## src/rtl/reg_file_sb.sv

```systemverilog
// reg_file_sb
//   32 x XLEN integer register file with a busy-bit scoreboard. It sits on the
//   writeback -> decode boundary: writeback data lands here, decode reads two
//   operands combinationally (with same-cycle write bypass), and the scoreboard
//   flags RAW hazards on sources whose producer is still in flight.
//
// Ports
//   clk, rstn                 core clock, asynchronous active-low reset
//   we, rd_addr, rd_data      writeback write port
//   rs1_addr/rs1_data         read port 1 (bypassed)
//   rs2_addr/rs2_data         read port 2 (bypassed)
//   rs1_used, rs2_used        decode actually consumes the source
//   issue_valid, issue_rd     destination leaving decode; marks it busy
//   flush                     cancel all in-flight destinations
//   hazard                    decode must stall
//   dbg_addr/dbg_data         raw array read, no bypass

module reg_file_sb #(
    parameter int XLEN = 64,
    parameter int NREG = 32
) (
    input  logic            clk,
    input  logic            rstn,
    input  logic            we,
    input  logic [4:0]      rd_addr,
    input  logic [XLEN-1:0] rd_data,
    input  logic [4:0]      rs1_addr,
    input  logic [4:0]      rs2_addr,
    output logic [XLEN-1:0] rs1_data,
    output logic [XLEN-1:0] rs2_data,
    input  logic            rs1_used,
    input  logic            rs2_used,
    input  logic            issue_valid,
    input  logic [4:0]      issue_rd,
    input  logic            flush,
    output logic            hazard,
    input  logic [4:0]      dbg_addr,
    output logic [XLEN-1:0] dbg_data
);

    logic [XLEN-1:0] regs [NREG];
    logic [NREG-1:0] busy;
    logic [NREG-1:0] busy_nxt;
    logic            wr_en;

    // x0 is hardwired: writes to it never reach the array or the scoreboard.
    assign wr_en = we && (rd_addr != 5'd0);

    always_comb begin
        busy_nxt = busy;
        if (wr_en)
            busy_nxt[rd_addr] = 1'b0;
        // Set is applied after clear so a new producer supersedes the
        // retiring one on the same index; flush overrides both.
        if (flush)
            busy_nxt = '0;
        else if (issue_valid && (issue_rd != 5'd0))
            busy_nxt[issue_rd] = 1'b1;
        busy_nxt[0] = 1'b0;
    end

    always_ff @(posedge clk or negedge rstn) begin
        if (!rstn) begin
            for (int i = 0; i < NREG; i++)
                regs[i] <= '0;
            busy <= '0;
        end else begin
            if (wr_en)
                regs[rd_addr] <= rd_data;
            busy <= busy_nxt;
        end
    end

    always_comb begin
        rs1_data = '0;
        if (rs1_addr != 5'd0)
            rs1_data = (wr_en && (rd_addr == rs1_addr)) ? rd_data : regs[rs1_addr];
    end

    always_comb begin
        rs2_data = '0;
        if (rs2_addr != 5'd0)
            rs2_data = (wr_en && (rd_addr == rs2_addr)) ? rd_data : regs[rs2_addr];
    end

    assign dbg_data = (dbg_addr == 5'd0) ? '0 : regs[dbg_addr];

    // A writeback in the same cycle resolves the hazard through the bypass.
    logic busy1_eff;
    logic busy2_eff;

    assign busy1_eff = busy[rs1_addr] && !(wr_en && (rd_addr == rs1_addr));
    assign busy2_eff = busy[rs2_addr] && !(wr_en && (rd_addr == rs2_addr));

    assign hazard = (rs1_used && (rs1_addr != 5'd0) && busy1_eff) ||
                    (rs2_used && (rs2_addr != 5'd0) && busy2_eff);

endmodule

```

## config.mk

```make
export PLATFORM = sky130hd
export DESIGN_NAME = reg_file_sb
export DESIGN_NICKNAME = d
export VERILOG_FILES = /design/src/rtl/reg_file_sb.sv
export SDC_FILE = /design/constraint.sdc
export NUM_CORES = 2
export LEC_CHECK = 0
export BUFFER_PORTS_ARGS = -buffer_cell sky130_fd_sc_hd__buf_2
export CORE_ASPECT_RATIO = 1.2
export CORE_MARGIN = 2
export CORE_UTILIZATION = 38
export DETAILED_ROUTE_END_ITERATION = 6
export PLACE_DENSITY = 0.53
export SETUP_SLACK_MARGIN = 0.4
export SLEW_MARGIN = 20
export SYNTH_ARGS = -nofsm -noshare
export SYNTH_HDL_FRONTEND = slang
export SYNTH_SLANG_ARGS = --single-unit
```

## constraint.sdc

```tcl
create_clock -name clk -period 3.3 [get_ports clk]
set_clock_uncertainty 0.15 [all_clocks]
set_input_delay 0.66 -clock clk [delete_from_list [all_inputs] [get_ports clk]]
set_output_delay 0.66 -clock clk [all_outputs]
set_load 0.01 [all_outputs]
```

==> Flow_metrics.wiki <==
{| class="wikitable"
! Metric !! Value
|-
| CTS sink cnt || 2,079
|-
| Endpoints failing hold || 0
|-
| Total number of vias || 100,000
|-
| Highest-count cells in the layout ignoring fill and taps || 2,078 x dfrtp_1, 2,064 x mux2_2, 1,456 x mux4_2
|-
| Part of the Yosys area used for sequential elements || 40.8%
|-
| Remaining DRCs || 0
|-
| CP Class || in -> out
|-
| Synth cell types || between 70 and 80
|-
| Vert. Die Dim || 639 um
|-
| Final wirelength || approximately 600,000 um
|-
| Top-level I/O count || ~290
|-
| Required @ worst endpoint || 2.49 ns
|-
| HPWL after DPL || 393,000 um
|-
| FF+latch count, synth || 2,079
|-
| Number of design-rule violations left by the first detailed-router iteration || 12,100
|-
| Via count of the first global-routing pass || between 100k and 150k
|-
| Post-placement worst setup slack || -0.924 ns
|-
| Maximum number of pins on one net before global-route repair || 117
|-
| Outcome || complete, but fails checks
|-
| Total grt overflow || 0
|-
| TritonCTS clock tree || yes
|-
| # Max-Cap Violations || 0
|-
| Number of max-slew violations in the final report || 0
|-
| Area growth, synth to finish || 30.9%
|-
| Termination of the worst setup path || rs2_data[2]
|-
| Crit Reg-Reg Endpoint || regs[791]
|-
| Count of flip-flops with a built-in enable after synthesis || 0
|-
| Nature of the critical path startpoint || input port
|-
| Floorplan row count || ~230
|-
| First-pass GRT wire length || 830,000 um
|-
| Antenna violations before repair || 25
|-
| Gp weighted congestion || 0.958
|-
| Area fraction of the dominant cell type after synthesis || 40.8%
|-
| Pin slew with the least headroom to its limit || approximately 1.0 ns
|-
| Wire length per cell after detailed routing || 40.6 um
|-
| Final ANT Viol Nets || 0
|-
| Placed Cells || 13,900
|-
| TritonRoute pass-1 iters || 5
|-
| Clk_lat worst skew || 0.93 ns
|-
| Dominant cell type by area after synthesis || dfrtp_1
|-
| Number of non-filler instances in the completed layout || 14,900
|-
| Number of buffers added by the clock tree synthesis step || roughly 230
|-
| Clock transition time at the flip-flop clock pins of the worst setup and hold paths || roughly 0.060 ns
|-
| Final core occ || 49.9%
|-
| Clock period minus final worst setup slack || 3.93 ns
|-
| Worst setup slack after layout || -0.626 ns
|-
| Nets in the synthesized netlist || 8,978
|-
| Synth top area cells || dfrtp_1 41%, mux4_2 26%, mux2_2 18%, mux2i_1 3.0%, buf_2 1.4%
|-
| Flop-to-flop setup slack || 1.92 ns
|-
| Post-synthesis area per instance || 14.4 um2
|-
| Static Leak || 71.3 nW
|-
| Yosys warning count || 0
|-
| Buffer depth of the longest clock path || 4
|-
| Final cycle utilization of the critical path || 119%
|-
| Hold Slack || 0.0340 ns
|-
| Launching instance or port of the critical path || rs2_addr[4]
|-
| Largest fanout of any net on the critical path || 11
|-
| Proportion of layout cells with a drive suffix above 1 || 66.6%
|-
| Final Setup Violations || 193
|-
| Ratio of routed vias to standard cells || 6.74
|-
| Ys flop type || dfrtp_1
|-
| Data arrival, critical path || about 3.1 ns
|-
| PortBufs || 288
|-
| Violations in the final reports || setup timing
|-
| Normalized max-slew margin || 30.4%
|-
| Initial core utilization || 38.1%
|-
| Total die area || around 340,000 um2
|-
| H-tree depth reported by CTS || 4
|-
| Path category of the worst min-delay check || in -> reg
|-
| Setup repair after global routing missed its margin || yes
|-
| Fin nets || 10,300
|-
| Die Width || 533 um
|-
| Max Freq || 0.255 GHz
|-
| Mapped Area || 128,000 um2
|-
| Asr flop ratio synth || 100%
|-
| PD cells || 528 nW/um2
|-
| VDD IR-drop max || 0.000417 V
|-
| Crit. End Element || output port
|-
| Overall routing resource usage || 34.6%
|-
| Most common cell after layout, fill and taps aside || dfrtp_1
|-
| Number of cells on the worst reg-to-reg path || 5
|-
| Core outline area || roughly 330,000 um2
|-
| Cells after synthesis || 8,882
|-
| CTS Root Cell || clkbuf_16
|-
| Total Power || 88.2 mW
|-
| Worst reg2reg path startpoint || regs[791]
|}
-- power by group --
group	total [mW]	leakage [nW]	internal [mW]	switching, mW
clock network	27.4	3.81	15.7	11.7
logic	25.6	40.8	14.8	10.8
registers	35.2	26.7	30.2	4.93
total	88.2	71.3	60.8	27.4
-- synth_stat cells (34+ instances only) --
| cell type | number |
|---|---|
| clkbuf_1 | 450 |
| o21ai_1 | 65 |
| a221oi_1 | 67 |
| buf_1 | 55 |
| buf_2 | 364 |
| buf_4 | 172 |
| mux2i_1 | 380 |
| a22oi_1 | 144 |
| o22ai_1 | 211 |
| a21oi_1 | 180 |
| nor2_1 | 278 |
| nor3_1 | 49 |
| nand2_1 | 185 |
| mux4_2 | 1456 |
| inv_1 | 48 |
| o21ai_0 | 202 |
| o211ai_1 | 34 |
| nand3_1 | 34 |
| dfrtp_1 | 2079 |
| mux2_2 | 2067 |
-- routing by layer --
layer	up-vias	part of all wire, %	global-route usage [%]
li1	37900	-	-
met1	54000	37	43.2
met2	6591	45	52.9
met3	1868	9.4	7.81
met4	16	8.9	25.2
met5	-	0.017	0
-- worst min-delay path by stage --
stage                 from         end  slack [ns]  depth (start not counted)
5_1_grt        rd_data[53]   regs[629]        0.02                          2
4_1_cts        rd_data[53]   regs[629]      0.0009                          2
3_5_place_dp    regs[2009]  regs[2009]        0.25                          0
6_report       rd_data[40]  regs[1000]        0.03                          2
3_3_place_gp    regs[2045]  regs[2045]        0.24                          0
2_1_floorplan         rstn    busy[10]        0.21                          0
-- stage by stage --
stage	TNS, ns	area [um2]
floorplan	0	130000
detailed placement	-84.40	145000
global placement	-84.65	145000
CTS	-55.86	163000
global route	-61.76	167000
finish	-56.89	167000
-- flip-flops by register name (all words and copies together), names as in the netlist --
register,cells
regs,2048
busy,31
-- worst max-delay path, cell delays in order --
cell and delay, ns:
buf_6 0.21, buf_4 0.27, nor3b_1 0.42, a22oi_1 0.18, a21oi_1 0.23, a2111oi_2 0.08
buf_4 0.14, a22oi_2 0.49, nor2_1 0.12, buf_4 0.16, buf_6 0.11
-- cell type report --
type / instances / area [um2]
inverters: 50 / 198
flip-flops and latches: 2079 / 52000
clock buffers: 322 / 6710
clock inverters: 87 / 1050
repair buffers: 2184 / 26500
diodes: 18 / 45.0
multi-input cells: 5684 / 74900
well taps: 4465 / 5590
fillers: 28500 / 168000
-- timing repair --
action	4_1_cts	5_1_grt
hold buffers	8	0
setup endpoints to repair	193	193
pin swaps	220	252
buffers inserted	324	153
gates cloned	74	23
gates resized for setup	1192	456
hold endpoints to repair	504	0
-- kinds of logic (layout without fill, tap and decap cells) --
logic type	Yosys count	count (layout)	share of synthesized area [%]
muxes	3903	3903	46.9
DFF	2079	2079	40.8
buffers and inverters	1119	2643	4.32
AOI/OAI and AO/OA	1074	1074	5.45
and+or+nand+nor	697	697	2.52
xor gates and xnor gates	10	10	0.0686
other	0	18	0
Note: power is estimated with default switching activity, not from simulation.
